==> config.mk <==
export PLATFORM = sky130hd
export DESIGN_NAME = reset_pulse_generator
export DESIGN_NICKNAME = d
export VERILOG_FILES = /design/src/rtl/reset_pulse_generator.sv
export SDC_FILE = /design/constraint.sdc
export NUM_CORES = 1
export LEC_CHECK = 0
export CAP_MARGIN = 20
export CORE_MARGIN = 5
export CORE_UTILIZATION = 30
export DETAILED_ROUTE_END_ITERATION = 12
export SYNTH_ARGS = -nofsm -noshare
export SYNTH_HDL_FRONTEND = slang
export SYNTH_SLANG_ARGS = --single-unit
==> constraint.sdc <==
create_clock -name clk -period 1.49 [get_ports clk]
set_input_delay 0.447 -clock clk [delete_from_list [all_inputs] [get_ports clk]]
set_output_delay 0.447 -clock clk [all_outputs]
set_load 0.01 [all_outputs]
==> src/rtl/reset_pulse_generator.sv <==
// reset_pulse_generator
//
// Gathers reset requests from several sources and stretches any accepted
// request into a reset pulse with a fixed width. A hold-off window with
// reset_out low follows every pulse. Sticky cause and power-on flags are
// kept for software readback.
//
// Ports:
//   clk          block clock
//   reset        synchronous, active-high reset (starts a power-on pulse)
//   req          per-source reset request, sampled every cycle
//   req_mask     per-source mask, 1 = source ignored
//   cause_clear  one-cycle pulse that clears cause and por
//   reset_out    registered reset pulse for the downstream synchronizers
//   busy         high while a pulse or its hold-off window is in progress
//   done         one-cycle pulse in the first hold-off cycle
//   cause        sticky OR of all accepted request sources
//   por          sticky power-on flag
module reset_pulse_generator #(
  parameter int NUM_SRC        = 4,
  parameter int PULSE_CYCLES   = 16,
  parameter int HOLDOFF_CYCLES = 8
) (
  input  logic               clk,
  input  logic               reset,
  input  logic [NUM_SRC-1:0] req,
  input  logic [NUM_SRC-1:0] req_mask,
  input  logic               cause_clear,
  output logic               reset_out,
  output logic               busy,
  output logic               done,
  output logic [NUM_SRC-1:0] cause,
  output logic               por
);

  localparam int CNT_MAX = (PULSE_CYCLES > HOLDOFF_CYCLES) ? PULSE_CYCLES : HOLDOFF_CYCLES;
  localparam int CW      = $clog2(CNT_MAX) + 1;

  localparam logic [CW-1:0] PULSE_LAST = CW'(PULSE_CYCLES - 1);
  localparam logic [CW-1:0] HOLD_LAST  = CW'(HOLDOFF_CYCLES - 1);

  typedef enum logic [1:0] {
    IDLE,
    ASSERT,
    HOLDOFF
  } state_t;

  state_t            state;
  state_t            state_next;
  logic [CW-1:0]     cnt;
  logic [CW-1:0]     cnt_next;
  logic              pend;
  logic              pend_next;
  logic [NUM_SRC-1:0] eff;
  logic              any_req;

  assign eff     = req & ~req_mask;
  assign any_req = |eff;

  // State register plus the sticky flags and the registered pulse output.
  always_ff @(posedge clk) begin
    if (reset) begin
      state     <= ASSERT;
      cnt       <= '0;
      pend      <= 1'b0;
      reset_out <= 1'b1;
      cause     <= '0;
      por       <= 1'b1;
    end else begin
      state     <= state_next;
      cnt       <= cnt_next;
      pend      <= pend_next;
      // Registered copy of the next state keeps req off any combinational
      // path to reset_out while still rising on the accepting edge.
      reset_out <= (state_next == ASSERT);
      // New eff bits are ORed in after the clear so a same-cycle capture wins.
      cause     <= (cause_clear ? '0 : cause) | eff;
      por       <= cause_clear ? 1'b0 : por;
    end
  end

  // Next-state and counter logic.
  always_comb begin
    state_next = state;
    cnt_next   = cnt + 1'b1;
    pend_next  = pend;
    case (state)
      IDLE: begin
        cnt_next = '0;
        if (any_req) begin
          state_next = ASSERT;
        end
      end
      ASSERT: begin
        if (cnt == PULSE_LAST) begin
          state_next = HOLDOFF;
          cnt_next   = '0;
        end
      end
      HOLDOFF: begin
        if (any_req) begin
          pend_next = 1'b1;
        end
        if (cnt == HOLD_LAST) begin
          cnt_next   = '0;
          pend_next  = 1'b0;
          state_next = (pend || any_req) ? ASSERT : IDLE;
        end
      end
      default: begin
        state_next = ASSERT;
        cnt_next   = '0;
        pend_next  = 1'b0;
      end
    endcase
  end

  // Status outputs decoded from the registered state.
  always_comb begin
    busy = (state != IDLE);
    done = (state == HOLDOFF) && (cnt == '0);
  end

endmodule

# Yosys cells after proc, flatten, opt, wreduce, memory -nomap -nowiden
# Index checks and enable logic that the tools add are counted.
[word_totals]
regBits = 14
latch_bits = 0
ram_bits = 0
rom_bits = 0
input_bits = 11
out_inout_bits = 8
word_cells = 37
mem_count = 0
[classes]
n_addsub = 1
multipliers = 0
div_mod_pow = 0
n_lt_le_gt_ge = 0
n_eq_ne = 6
shifts = 0
muxes = 12
bitwise = 4
n_reduce_logical = 8
[op_table]
columns = ["op", "count"]
rows = [
  ["5-bit 2-to-1 mux", 2],
  ["5-bit case mux with 2 select lines", 1],
  ["2-bit 2-to-1 mux", 3],
  ["2-bit case mux with 3 select lines", 1],
  ["5-bit by 1-bit adder with 5-bit output (second input constant)", 1],
  ["5-bit by 3-bit equality test with 1-bit output (second input constant)", 1],
  ["5-bit by 4-bit equality test with 1-bit output (second input constant)", 1],
  ["5-bit zero test", 1],
  ["4-bit bitwise AND", 1],
  ["2-bit by 1-bit equality test with 1-bit output (second input constant)", 2],
  ["4-bit 2-to-1 mux", 1],
  ["4-bit NOT", 1],
  ["4-bit bitwise OR", 1],
  ["4-bit OR reduction", 1],
  ["1-bit 2-to-1 mux", 3],
  ["3-bit inequality test (second input constant)", 1],
  ["2-bit equality test (second input constant)", 1],
  ["2-bit zero test", 1],
  ["1-bit case mux with 2 select lines", 1],
  ["2-bit AND reduction", 1],
  ["2-bit nonzero test", 1],
  ["2-bit OR reduction", 1],
  ["1-bit logical AND", 1],
  ["1-bit logical OR", 1],
  ["1-bit NOT", 1],
]

# Logic depth before layout (Yosys ltp)
# Gate-level depths: netlist of run 1.
[logic_depth]
ltp_word = 8
ltp_mapped = 9
depth_no_buf = 9

# Least setup slack after synthesis of run 1
# OpenSTA, ideal clock, no wires.
[synth_path]
kind = "reg2reg"
startpoint = "register cnt[0]"
endpoint = "register reset_out"
setup_ns = 0.077
arrival_ns = 1.401
path_slack_ns = 0.012
stages_incl_launch_ff = 9
n_path_buf = 0
path_cell_list = "dfxtp_1 > ha_1 > and2_4 > nand2_1 > inv_1 > ha_1 > nor2b_1 > o21ai_1 > a41oi_2"
[synth_via]
elab_chain_cells = 4
[synth_rtl]
columns = ["item", "line_no", "rtl"]
rows = [
  ["start, declared", "50", "logic [CW-1:0] cnt;"],
  ["start signal, assigned", "71", "cnt <= cnt_next;"],
  ["5-bit by 3-bit equality test with 1-bit output / 5-bit by 4-bit equality test with 1-bit output (equally long branches)", "104, 95", ""],
  ["2-bit 2-to-1 mux (on tied branches)", "104, 95", ""],
  ["2-bit case mux with 3 select lines (*)", "87", "case (state)"],
  ["2-bit by 1-bit equality test with 1-bit output (*)", "75", "reset_out <= (state_next == ASSERT);"],
  ["end signal, assigned", "75", ""],
  ["end, declared", "29", "output logic reset_out,"],
]
# Mark *: on every way between the ends. The rest lies on a longest branch, timed or not.
# A chain may end at the register's enable or synchronous reset.

# Final worst setup path of run 1
[layout_path]
startpoint = "register state[0]"
endpoint = "output done"
[layout_via]
elab_chain_cells = 2
[layout_rtl]
columns = ["item", "line_no", "rtl"]
rows = [
  ["start, declared", "48", "state_t state;"],
  ["start signal, assigned", "70", "state <= state_next;"],
  ["2-bit equality test", "121", "done = (state == HOLDOFF) && (cnt == '0);"],
  ["1-bit logical AND", "121", ""],
  ["end, declared", "31", "output logic done,"],
]
# Every way passes these cells.

==> summary.md, run 1 <==
| Metric | Value |
|---|---|
| Kind of end point of the critical path | `output port` |
| Post-synth EDFFs | `0` |
| Critical path arrival | `1.16 ns` |
| Detailed Place HPWL | `1300 um` |
| Slew Viols, Final | `0` |
| Mean Syn Cell Area | `8.95 um^2` |
| Status | `finished, violations left` |
| Clk pin slew, worst setup/hold paths | `0.08 ns` |
| Ranking of synthesized cells by instance count | `14 x dfxtp_1, 10 x nor2_1, 9 x inv_1, 8 x ha_1, 7 x nand2_1` |
| Yosys reg bits | `14` |
| Min-delay worst type | `reg -> reg` |
| Cell count after synthesis | `79` |
| # DRC | `0` |
| Cell with the most instances after synthesis | `dfxtp_1` |
| Synth cell types | `26` |
| Startpoint Class | `flip-flop` |
| Syn. warnings | `0` |
| Iteration-0 DRC count of the detailed router | `4` |
| Fin nets | `142` |
| Number of fill cells in the layout | `202` |
| Max Fanout on Critical Path | `2` |
| CP startpoint | `state[0]` |
| Rows | `17` |
| Worst Skew | `0.000736 ns` |
| Register area share after synthesis | `0.396` |
| Req. time, crit path | `1.04 ns` |
| Antenna cells | `0` |
| Maximum VDD drop | `370 uV` |
| Vias in the first global route | `696` |
| Htree depth | `1` |
| Max-Cap Viols | `0` |
| Pleak | `0.550 nW` |
| FF-to-FF Start | `cnt[0]` |
| Mapped Area | `707 um^2` |
| Main synth FF type | `dfxtp_1` |
| Post-synth net total | `98` |
| # hold bufs at CTS | `0` |
| Final worst path period share | `1.08` |
| Failing checks | `negative setup slack` |
| Fmax | `623 MHz` |
| Final Worst Setup Slack | `-0.116 ns` |
| Yosys top cell by area | `dfxtp_1` |
| RSZ-0062 raised after global routing | `yes` |
| DP Cell Count | `141` |
| Final WL | `1800 um` |
| Largest net degree at the start of global routing | `8` |
| Ports | `19` |
| Final Instance Count excl. Fillers | `149` |
| Routed Antenna Nets | `0` |
| CTS buffer count | `3` |
| Core area | `2230 um^2` |
| Drt pass-1 iters | `4` |
| DR vias/cell | `4.63` |
| Power per standard cell area | `594 nW/um^2` |
| Asr flop ratio synth | `0` |
| Die H | `58.5 um` |
| First-pass GRT wire length | `2830 um` |
| Min-delay src | `por` |
| CTS tree | `yes` |
| Layout area overhead | `73.6%` |
| Overflow after GRT | `0` |
| Post-synth top area share | `0.396` |
| Area contributors post-synth | `dfxtp_1 40%, ha_1 14%, nor2_1 5.3%, inv_1 4.8%, nand2b_1 4.4%` |
| Fin crit period | `1.61 ns` |
| Final hold vios | `0` |
| Ratio of cells with drive above 1 in the final layout | `0.455` |
| Worst Path Class, Setup | `reg -> out` |
| Port-buffer cells | `18` |
| Tot GR Track Use | `0.111` |
| Root buffer cell | `clkbuf_4` |
| Routed vias | `690` |
| Die W | `58.5 um` |
| Worst-Margin Slew | `0.247 ns` |
| Drt wl/cell | `12.1 um` |
| WHS | `0.456 ns` |
| Die area | `3430 um^2` |
| CTS Sinks | `14` |
| Initial antenna violation count | `0` |
| Slew Limit Headroom | `0.836` |
| Global placer's final weighted congestion | `0.702` |
| Worst-case clock buffer depth | `2` |
| Starting density of the core | `0.317` |
| Setup violations, final | `7` |
| Clk_lat worst skew | `0.28 ns` |
[stage by stage]
stage                     cell area, um^2  TNS (ns)  power [mW]  setup WS [ns]   util
after floorplan                       707         0       0.445         0.0123      -
after global placement               1050     -1.32       0.509         -0.263  0.468
after detailed placement             1050     -1.48       0.510         -0.288  0.468
after CTS                            1150    -0.297       0.726         -0.135  0.514
after global routing                 1230    -0.936       0.767         -0.174  0.550
final                                1230    -0.330       0.729         -0.116  0.550
[power by group]
part           switching [mW]  leakage (nW)  internal [mW]
logic                  0.0483         0.421         0.0702
clock network           0.122        0.0138         0.0940
registers             0.00672         0.115          0.388
[cells in the final DEF (no fill, tap or decap), types with 2 or more instances in the layout]
cell             instances
a21oi_1                  5
buf_4                   20
buf_6                    3
clkbuf_4                 3
clkdlybuf4s50_1         10
dfxtp_1                 10
dfxtp_2                  3
dlygate4sd2_1            6
ha_1                     4
ha_4                     4
inv_1                    5
inv_2                    3
nand2_1                  4
nand2_2                  2
nand2b_1                 4
nand4_1                  2
nor2_1                   8
nor2_2                   3
[final cells by class]
type	instances	area, um^2	area share
Sequential cell	14	288	0.234
Multi-Input combinational cell	55	504	0.411
Timing Repair Buffer	40	342	0.278
Inverter	9	36.3	0.0296
Clock buffer	3	22.5	0.0183
Tap cell	28	35.0	0.0285
[cell families after synthesis]
group                    Yosys count  synth area share
AO/OA/AOI/OAI                     16             0.184
adder cells (fa/ha/maj)            8             0.142
flip-flops                        14             0.396
AND/OR/NAND/NOR                   30             0.212
XOR/XNOR                           1            0.0124
buffers and inverters             10            0.0531
[state kept, by name, indices dropped and copies added (netlist names)]
name       count
cause          4
cnt            5
pend           1
por            1
reset_out      1
state          2
[path summary, 6_finish.rpt]
check / cells after the start / slack, ns / endpoint
max: 4 / -0.12 / done
min: 1 / 0.46 / por
max reg2reg: 9 / -0.06 / cnt[2]
min reg2reg: 1 / 0.46 / por
[what timing repair did]
action,4_1_cts,5_1_grt
pin swaps,4,8
setup endpoints to repair,14,9
setup buffers,2,3
gates resized for setup,39,12
[routing by layer]
layer / vias up / wire length (um) / part of all wire / global-route usage
met2: 19 / 921 / 0.51 / 0.199
met1: 312 / 698 / 0.39 / 0.110
met4: 0 / 44 / 0.024 / 0.0596
met5: - / 0 / 0 / 0
li1: 353 / - / - / -
met3: 6 / 138 / 0.077 / 0.0395
[worst max-delay path, stage by stage (launching register included)]
cell	delay, ns
dfxtp_2	0.36
inv_4	0.04
ha_4	0.15
and4b_1	0.19
buf_2	0.13
(Power assumes the default switching activity.)
==> inputs of run 2 (changes only) <==
- CORE_UTILIZATION: 30 -> 41
- PLACE_DENSITY: default -> 0.72
==> summary.md, run 2 (synthesis results as in run 1) <==
| Metric | Value |
|---|---|
| Drt pass-1 iters | `4 (unchanged)` |
| DR vias/cell | `4.89 (was 4.63)` |
| Vias in the first global route | `601 (was 696)` |
| Most common cell after layout, fill and taps aside | `buf_4 (unchanged)` |
| DP Cell Count | `131 (was 141)` |
| Ratio of cells with drive above 1 in the final layout | `0.459 (was 0.455)` |
| Most frequent cells in the layout | `22 x buf_4, 10 x nor2_1, 10 x dfxtp_1, 9 x dlygate4sd2_1 (was 20 x buf_4, 10 x dfxtp_1, 10 x clkdlybuf4s50_1, 8 x nor2_1, 6 x dlygate4sd2_1)` |
| Largest register FFs | `5 (unchanged)` |
| Clock Power Share | `0.347 (was 0.296)` |
| Setup violations, final | `3 (was 7)` |
| Power per standard cell area | `674 nW/um^2 (was 594 nW/um^2)` |
| CTS buffer count | `3 (unchanged)` |
| Slew Limit Headroom | `0.835 (was 0.836)` |
| Final Worst Setup Slack | `-0.113 ns (was -0.116 ns)` |
| Fin nets | `142 (unchanged)` |
| Pint | `0.613 mW (was 0.552 mW)` |
| Status | `finished, violations left (unchanged)` |
| Antenna cells | `0 (unchanged)` |
| # hold bufs at CTS | `0 (unchanged)` |
| Final worst path period share | `1.08 (about the same)` |
| Clk_lat worst skew | `0.29 ns (was 0.28 ns)` |
| Kind of end point of the critical path | `output port (unchanged)` |
| FF-to-FF Start | `cnt[0] (unchanged)` |
| Worst-Margin Slew | `0.246 ns (was 0.247 ns)` |
| R2r setup slk | `0 ns (was -0.06 ns)` |
| Post-route core utilization | `0.709 (was 0.550)` |
| Failing checks | `negative setup slack (unchanged)` |
| Routed Antenna Nets | `0 (unchanged)` |
| Starting density of the core | `0.419 (was 0.317)` |
| Overflow after GRT | `0 (unchanged)` |
| Final hold vios | `0 (unchanged)` |
| Critical path arrival | `1.16 ns (about the same)` |
| Detailed Place HPWL | `1320 um (was 1300 um)` |
| Min-delay worst type | `reg -> reg (unchanged)` |
| Maximum VDD drop | `544 uV (was 370 uV)` |
| Worst-case clock buffer depth | `2 (unchanged)` |
| Clk pin slew, worst setup/hold paths | `0.09 ns (was 0.08 ns)` |
| Sw frac | `0.240 (was 0.243)` |
| Core area | `1690 um^2 (was 2230 um^2)` |
| Crit Reg-Reg Endpoint | `cnt[2] (unchanged)` |
| Most flops, register | `cnt (unchanged)` |
| Setup TNS Final | `-0.153 ns (was -0.330 ns)` |
| Max Fanout on Critical Path | `3 (was 2)` |
| Port-buffer cells | `18 (unchanged)` |
| Die W | `51.5 um (was 58.5 um)` |
| Slew Viols, Final | `0 (unchanged)` |
| Startpoint Class | `flip-flop (unchanged)` |
| Worst hold path endpoint | `por (unchanged)` |
| Initial antenna violation count | `0 (unchanged)` |
| Layout area overhead | `69.4% (was 73.6%)` |
| CTS Sinks | `14 (unchanged)` |
| Fin crit period | `1.60 ns (was 1.61 ns)` |
| Switching pwr | `0.193 mW (was 0.177 mW)` |
| Global placer's final weighted congestion | `0.737 (was 0.702)` |
| Final WL | `1900 um (was 1800 um)` |
| Root buffer cell | `clkbuf_4 (unchanged)` |
| Worst Skew | `0.00609 ns (was 0.000736 ns)` |
| Register share of total power | `0.493 (was 0.541)` |
| Fmax | `624 MHz (was 623 MHz)` |
| Pleak | `0.576 nW (was 0.550 nW)` |
| Final Instance Count excl. Fillers | `139 (was 149)` |
| Tot GR Track Use | `0.143 (was 0.111)` |
| Min-delay src | `por (unchanged)` |
| Iteration-0 DRC count of the detailed router | `5 (was 4)` |
| Req. time, crit path | `1.04 ns (about the same)` |
| Worst Path Class, Setup | `reg -> out (unchanged)` |
| Largest registers | `cnt (5), cause (4), state (2) (unchanged)` |
| Number of fill cells in the layout | `129 (was 202)` |
| WHS Path Cells | `1 (unchanged)` |
| First-pass GRT wire length | `2670 um (was 2830 um)` |
| Gate power share | `0.161 (was 0.163)` |
| Rows | `15 (was 17)` |
| Htree depth | `1 (unchanged)` |
| Die area | `2650 um^2 (was 3430 um^2)` |
| Die H | `51.5 um (was 58.5 um)` |
| RSZ-0062 raised after global routing | `yes (unchanged)` |
| Max-Cap Viols | `0 (unchanged)` |
| CTS tree | `yes (unchanged)` |
| # DRC | `0 (unchanged)` |
| Drt wl/cell | `13.6 um (was 12.1 um)` |
| Largest net degree at the start of global routing | `9 (was 8)` |
| Routed vias | `680 (was 690)` |
| Worst r2r path cells | `8 (was 9)` |
| Ports | `19 (unchanged)` |
-- run 2: final cells by class --
| type | count | area [um^2] | share of cell area |
|---|---|---|---|
| timing repair buffer | 40 | 329 | 0.275 |
| tap | 17 | 21.3 | 0.0178 |
| sequential | 14 | 288 | 0.240 |
| multi-input combinational | 55 | 489 | 0.409 |
| clock buffer | 4 | 36.3 | 0.0303 |
| inverter | 9 | 33.8 | 0.0282 |
-- run 2: per-layer routing --
metal	track usage	part of all wire	vias to the layer above
met4	0.105	0.027	0
met5	0	0	-
met3	0.0372	0.028	5
met1	0.169	0.43	318
li1	-	-	350
met2	0.220	0.51	7
-- run 2: worst max path at each step --
stage           startpoint   endpoint  cells after the start
3_3_place_gp   req_mask[3]  reset_out                      6
2_1_floorplan       cnt[0]  reset_out                      8
3_5_place_dp   req_mask[2]  reset_out                      5
6_report            cnt[0]       done                      4
4_1_cts             cnt[0]       done                      4
5_1_grt             cnt[0]       done                      4
-- run 2: critical path: stages, from the launching register on --
cell	delay (ns)
dfxtp_2	0.36
inv_2	0.05
ha_4	0.14
and4b_1	0.19
buf_2	0.14
-- run 2: power groups by stage --
stage / Combinational, mW / Clock, mW / Sequential, mW
finish: 0.130 / 0.280 / 0.397
global route: 0.143 / 0.317 / 0.400
CTS: 0.114 / 0.287 / 0.396
detailed placement: 0.110 / 0 / 0.406
global placement: 0.107 / 0 / 0.405
floorplan: 0.0351 / 0 / 0.410
-- run 2: timing repair --
action,in CTS,in global routing
gates resized for setup,36,12
pin swaps,5,4
endpoints found under the setup margin,14,9
setup buffers,1,3
-- run 2: metrics by stage --
| stage | hold WS, ns | setup WS [ns] | power [mW] | area [um^2] |
|---|---|---|---|---|
| 6_report | 0.455 | -0.113 | 0.807 | 1200 |
| 5_1_grt | 0.494 | -0.187 | 0.860 | 1200 |
| 4_1_cts | 0.459 | -0.139 | 0.797 | 1130 |
| 3_5_place_dp | 0.443 | -0.323 | 0.516 | 1040 |
| 3_3_place_gp | 0.437 | -0.272 | 0.512 | 1040 |
| 2_1_floorplan | 0.430 | 0.0123 | 0.445 | 707 |
